===== config.mk =====
export PLATFORM = sky130hd
export DESIGN_NAME = dmem_wbuf_bridge
export DESIGN_NICKNAME = d
export VERILOG_FILES = /design/src/rtl/dmem_wbuf_bridge_pkg.sv /design/src/rtl/dmem_wbuf_bridge_wbuf_fifo.sv /design/src/rtl/dmem_wbuf_bridge.sv
export SDC_FILE = /design/constraint.sdc
export NUM_CORES = 1
export LEC_CHECK = 0
export CORE_MARGIN = 3
export CORE_UTILIZATION = 49
export CTS_CLUSTER_SIZE = 30
export DETAILED_ROUTE_END_ITERATION = 8
export PLACE_DENSITY = 0.78
export SKIP_CTS_REPAIR_TIMING = 1
export SYNTH_ARGS = -nofsm -noshare
export SYNTH_HDL_FRONTEND = slang
export SYNTH_SLANG_ARGS = --single-unit

===== constraint.sdc =====
create_clock -name clk -period 3.6 [get_ports clk]
set_input_delay 0.36 -clock clk [delete_from_list [all_inputs] [get_ports clk]]
set_output_delay 0.36 -clock clk [all_outputs]
set_load 0.03 [all_outputs]

===== src/rtl/dmem_wbuf_bridge_pkg.sv =====
// Shared types for the MEM-stage write-buffer bridge.
//   wbuf_state_e   : load FSM state codes (3-bit)
//   load_stalls()  : states in which an outstanding load holds the pipeline
package dmem_wbuf_bridge_pkg;

  typedef enum logic [2:0] {
    WBUF_ST_IDLE  = 3'd0,
    WBUF_ST_DRAIN = 3'd1,
    WBUF_ST_LREQ  = 3'd2,
    WBUF_ST_LWAIT = 3'd3,
    WBUF_ST_DONE  = 3'd4
  } wbuf_state_e;

  function automatic logic load_stalls(input wbuf_state_e st);
    return (st == WBUF_ST_DRAIN) || (st == WBUF_ST_LREQ) || (st == WBUF_ST_LWAIT);
  endfunction

endpackage


===== src/rtl/dmem_wbuf_bridge_wbuf_fifo.sv =====
// wbuf_fifo: in-order store buffer for the data-memory bridge.
//   clk, rst (async, active-low)
//   push, wdata : enqueue an entry (ignored when full)
//   pop         : dequeue the head entry (ignored when empty)
//   full, empty : occupancy flags
//   head        : current head entry (meaningless while empty)
module wbuf_fifo #(
  parameter int WIDTH = 8,
  parameter int DEPTH = 4
) (
  input  logic             clk,
  input  logic             rst,
  input  logic             push,
  input  logic             pop,
  input  logic [WIDTH-1:0] wdata,
  output logic             full,
  output logic             empty,
  output logic [WIDTH-1:0] head
);

  localparam int PTR_W = $clog2(DEPTH);

  logic [WIDTH-1:0] mem [DEPTH];
  logic [PTR_W-1:0] head_q;
  logic [PTR_W-1:0] tail_q;
  logic [PTR_W:0]   count_q;
  logic             do_push;
  logic             do_pop;

  assign full    = (count_q == (PTR_W+1)'(DEPTH));
  assign empty   = (count_q == '0);
  assign do_push = push && !full;
  assign do_pop  = pop && !empty;
  assign head    = mem[head_q];

  // Pointers wrap naturally because DEPTH is a power of two.
  always_ff @(posedge clk or negedge rst) begin
    if (!rst) begin
      head_q  <= '0;
      tail_q  <= '0;
      count_q <= '0;
    end else begin
      if (do_push) tail_q <= tail_q + 1'b1;
      if (do_pop)  head_q <= head_q + 1'b1;
      if (do_push && !do_pop)      count_q <= count_q + 1'b1;
      else if (do_pop && !do_push) count_q <= count_q - 1'b1;
    end
  end

  // Storage needs no reset: entries are only read while counted valid.
  always_ff @(posedge clk) begin
    if (do_push) mem[tail_q] <= wdata;
  end

endmodule


===== src/rtl/dmem_wbuf_bridge.sv =====
// dmem_wbuf_bridge: MEM-stage data port onto a handshaked bus.
// Stores are posted into a write buffer and drained in order; loads stall the
// pipeline until the buffer is empty and the read data has returned.
//   clk, rst (async, active-low)
//   ram_ce_i/we_i/addr_i/data_i/sel_i : MEM-stage access
//   stall_i      : MEM stage held by ctrl; a store is not consumed while set
//   ram_data_o   : load data, non-zero only in DONE
//   stallreq_o   : stall request to ctrl
//   bus_*        : request channel (req/gnt) and read return (rvalid/rdata)
//   dbg_state_o  : load FSM state, for observation
//
// Bus handshake: bus_req_o is a valid; bus_gnt_i is its ready. A transfer
// happens on every rising edge where both are 1. While bus_req_o is 1 and
// bus_gnt_i is 0 the request fields are held unchanged. A read's data is
// accepted only when bus_rvalid_i is 1 in LWAIT; rvalid at any other time is
// dropped.
module dmem_wbuf_bridge
  import dmem_wbuf_bridge_pkg::*;
#(
  parameter  int ADDR_W     = 32,
  parameter  int DATA_W     = 32,
  parameter  int WBUF_DEPTH = 4,
  localparam int SEL_W      = DATA_W / 8
) (
  input  logic              clk,
  input  logic              rst,
  input  logic              ram_ce_i,
  input  logic              ram_we_i,
  input  logic [ADDR_W-1:0] ram_addr_i,
  input  logic [DATA_W-1:0] ram_data_i,
  input  logic [SEL_W-1:0]  ram_sel_i,
  input  logic              stall_i,
  output logic [DATA_W-1:0] ram_data_o,
  output logic              stallreq_o,
  output logic              bus_req_o,
  output logic              bus_we_o,
  output logic [ADDR_W-1:0] bus_addr_o,
  output logic [DATA_W-1:0] bus_wdata_o,
  output logic [SEL_W-1:0]  bus_sel_o,
  input  logic              bus_gnt_i,
  input  logic              bus_rvalid_i,
  input  logic [DATA_W-1:0] bus_rdata_i,
  output wbuf_state_e       dbg_state_o
);

  localparam int ENTRY_W = ADDR_W + DATA_W + SEL_W;

  wbuf_state_e       state_q;
  logic [DATA_W-1:0] rdata_q;

  logic               is_load;
  logic               is_store;
  logic               push;
  logic               pop;
  logic               full;
  logic               empty;
  logic               drain_active;
  logic [ENTRY_W-1:0] head;

  assign is_load  = ram_ce_i && !ram_we_i;
  assign is_store = ram_ce_i && ram_we_i;
  // Fullness is judged at the edge: a pop in the same cycle does not open a slot.
  assign push     = is_store && !stall_i && !full;

  // The buffer drains only while no load owns the bus.
  assign drain_active = !empty && ((state_q == WBUF_ST_IDLE) || (state_q == WBUF_ST_DRAIN));
  assign pop          = drain_active && bus_gnt_i;

  wbuf_fifo #(
    .WIDTH (ENTRY_W),
    .DEPTH (WBUF_DEPTH)
  ) u_wbuf (
    .clk   (clk),
    .rst   (rst),
    .push  (push),
    .pop   (pop),
    .wdata ({ram_addr_i, ram_data_i, ram_sel_i}),
    .full  (full),
    .empty (empty),
    .head  (head)
  );

  always_comb begin
    bus_req_o   = 1'b0;
    bus_we_o    = 1'b0;
    bus_addr_o  = '0;
    bus_wdata_o = '0;
    bus_sel_o   = '0;
    if (drain_active) begin
      bus_req_o                           = 1'b1;
      bus_we_o                            = 1'b1;
      {bus_addr_o, bus_wdata_o, bus_sel_o} = head;
    end else if (state_q == WBUF_ST_LREQ) begin
      // The load stays presented on ram_*_i while stalled, so its fields are stable.
      bus_req_o  = 1'b1;
      bus_addr_o = ram_addr_i;
      bus_sel_o  = ram_sel_i;
    end
  end

  // A load newly seen in IDLE must stall at once or the pipeline would move
  // past it. rst gates the request so every output is 0 while reset is held.
  assign stallreq_o = rst && ((is_store && full) ||
                              ((state_q == WBUF_ST_IDLE) && is_load) ||
                              load_stalls(state_q));

  assign ram_data_o  = (state_q == WBUF_ST_DONE) ? rdata_q : '0;
  assign dbg_state_o = state_q;

  always_ff @(posedge clk or negedge rst) begin
    if (!rst) begin
      state_q <= WBUF_ST_IDLE;
      rdata_q <= '0;
    end else begin
      case (state_q)
        WBUF_ST_IDLE: begin
          if (is_load) state_q <= empty ? WBUF_ST_LREQ : WBUF_ST_DRAIN;
        end
        WBUF_ST_DRAIN: begin
          if (empty) state_q <= WBUF_ST_LREQ;
        end
        WBUF_ST_LREQ: begin
          if (bus_gnt_i) state_q <= WBUF_ST_LWAIT;
        end
        WBUF_ST_LWAIT: begin
          if (bus_rvalid_i) begin
            rdata_q <= bus_rdata_i;
            state_q <= WBUF_ST_DONE;
          end
        end
        WBUF_ST_DONE: begin
          // While MEM is held the same load is re-presented; it must not reissue.
          if (!stall_i) state_q <= WBUF_ST_IDLE;
        end
        default: state_q <= WBUF_ST_IDLE;
      endcase
    end
  end

endmodule


==> metrics.md <==
| Metric | Value |
|---|---|
| Final slew viol count | `0` |
| Period minus WS final | `3.379 ns` |
| Worst Setup Start Kind | `flip-flop` |
| LEAKAGE | `5.730 nW` |
| Slew Limit Headroom | `0.2149` |
| Final period utilization | `0.9386` |
| RSZ-0062 raised after global routing | `no` |
| Clock Path Buffers | `3` |
| Req. time, crit path | `3.24 ns` |
| Final instance area | `16230 um^2` |
| Synthesis-stage register bit count | `314` |
| Die Y | `165.9 um` |
| Leading register cell type out of synthesis | `edfxtp_1` |
| Mapped Nets | `716` |
| Ports | `213` |
| Num CTS Buffers | `34` |
| Number of synthesized flops with an enable pin | `272` |
| Seq/Total Area, Yosys | `0.7362` |
| CP arrival | `3.02 ns` |
| Post-Route WL | `27120 um` |
| GRT Total Usage | `0.1967` |
| Status | `finished with violations` |
| Skew-Pair Late Insertion Delay | `0.49 ns` |
| CTS tree | `yes` |
| Worst hold path class | `in -> async` |
| PD cells | `848.5 nW/um^2` |
| Crit path max fanout | `32` |
| Setup TNS Final | `0 ns` |
| Critical Path End Type | `output port` |
| Initial antenna violation count | `1` |
| 1st-iter DRT viols | `461` |
| Final setup viols | `0` |
| Routability congestion estimate | `0.9000` |
| Most frequent cells in the layout | `edfxtp_1 (272), clkdlybuf4s50_1 (211), mux4_2 (68), dfrtp_1 (40), a22o_1 (36)` |
| Worst-Margin Slew | `1.178 ns` |
| Wire length per cell | `23.04 um` |
| Final Power | `13.77 mW` |
| CTS HTree Levels | `2` |
| Placed instance area | `15060 um^2` |
| CTS sink count | `314` |
| Synth Instances | `603` |
| TritonRoute pass-1 iters | `5` |
| Die width | `165.9 um` |
| Commonest non-fill, non-tap cell in the layout | `edfxtp_1` |
| First-pass GRT wire length | `42950 um` |
| Starting density of the core | `0.5060` |
| Ratio of cells with drive above 1 in the final layout | `0.2160` |
| Largest net degree at the start of global routing | `46` |
| Violated checks | `hold timing` |
| Vias/cell | `5.732` |
| Post-Syn Area per Cell | `20.77 um^2` |
| Fin util | `0.6557` |
| DRC errors left | `0` |
| # rows | `57` |
| Fin. Hold Viols | `42` |
| Nets | `941` |
| Vias in the first global route | `7329` |
| CP Class | `reg -> out` |
| Setup Skew | `0.01806 ns` |
| Fin Hold WS | `-0.01904 ns` |
| Grt total ovfl | `0` |
| Synth warnings | `0` |
| Maximum vdd ir drop | `0.7002 mV` |
| Mapped Area | `12520 um^2` |
| Core box area | `24750 um^2` |
| Max-Cap Viols | `0` |
| Clock Tree Root | `clkbuf_16` |
| Final ANT Viol Nets | `0` |
| Cell variety after synth | `35` |
| Max Clk Rate | `0.2959 GHz` |
| Number of port buffers | `212` |
| Area added between synthesis and finish | `29.60%` |
| Hpwl dp | `16850 um` |
| Ys async rst share | `0.1338` |
| Clock transition at path regs | `0.06 ns` |
| Full die area | `27510 um^2` |
| Vias | `6747` |
-- routing by layer --
| layer | up-vias | routed length [um] | GRT usage |
|---|---|---|---|
| li1 | 2910 | - | - |
| met1 | 3518 | 11270 | 0.2699 |
| met2 | 268 | 13560 | 0.3245 |
| met3 | 51 | 1635 | 0.03975 |
| met4 | 0 | 656 | 0.05823 |
| met5 | - | 0 | 0 |
-- worst max-delay path, cell delays in order, from the launching register on --
cell             delay [ns]
dfrtp_4                0.86
buf_12                 0.29
mux4_2                 0.53
and3_1                 0.23
clkdlybuf4s50_1        0.61
-- worst paths after layout --
path	to	cells past startpoint	startpoint	slack, ns
min reg2reg	rdata_q[21]	1	rdata_q[21]	0.50
max	bus_wdata_o[30]	4	u_wbuf.head_q[0]	0.22
max in group asynchronous	u_wbuf.head_q[1]	2	rst	3.22
min in group clk	dbg_state_o[2]	3	stall_i	0.48
max reg2reg	u_wbuf.count_q[1]	6	u_wbuf.count_q[0]	0.76
min	rdata_q[8]	2	rst	-0.02
-- state kept, by name (all words and copies together), names as in the netlist --
name,count
dbg_state_o,3
u_wbuf.tail_q,2
u_wbuf.head_q,2
u_wbuf.count_q,3
u_wbuf.mem,272
rdata_q,32
-- cells in the mapped netlist (2+ instances only) --
library cell | instances | area (um^2)
buf_6 | 2 | 22.52
mux2_2 | 5 | 56.30
nor2_1 | 3 | 11.26
mux4_2 | 68 | 1531
ha_1 | 5 | 62.56
and3_1 | 32 | 200.2
clkbuf_1 | 19 | 71.32
nor3_1 | 2 | 10.01
buf_12 | 3 | 60.06
o211ai_1 | 3 | 22.52
inv_1 | 4 | 15.01
buf_2 | 14 | 70.07
a21oi_1 | 2 | 10.01
dfrtp_1 | 42 | 1051
mux2_4 | 29 | 435.4
nand2_1 | 5 | 18.77
or3_1 | 2 | 12.51
xor2_1 | 3 | 26.28
edfxtp_1 | 272 | 8168
and2_1 | 36 | 225.2
xnor2_1 | 3 | 26.28
a22o_1 | 36 | 315.3
-- metrics by stage --
stage | setup slack (ns) | instances
after CTS | 0.1401 | 1176
final | 0.2210 | 1177
after floorplan | 0.4458 | 603
after detailed placement | 0.6698 | 1116
after global placement | 0.6746 | 1116
after global routing | 0.02598 | 1177
-- cells by family after synthesis --
kind of cell / share of synthesized area
flops: 0.7362
fa+ha+maj: 0.006595
simple gates: 0.04217
xor+xnor: 0.004197
buf+inv: 0.01968
compound gates: 0.02958
mux: 0.1616
-- power by group --
group,switching [mW],internal [mW]
combinational,2.79,2.63
sequential,0.408,4.38
clock,1.33,2.23
total,4.53,9.24
-- area by class of cell --
class	count	area [um^2]
flip-flops and latches	314	9226
fillers	1644	8519
clock inverters	20	259.0
clock buffers	40	904.6
diodes	1	2.502
inverters	5	18.77
multi-input cells	245	3087
well taps	324	405.4
repair buffers	228	2325
Note: power is estimated with default switching activity, not from simulation.
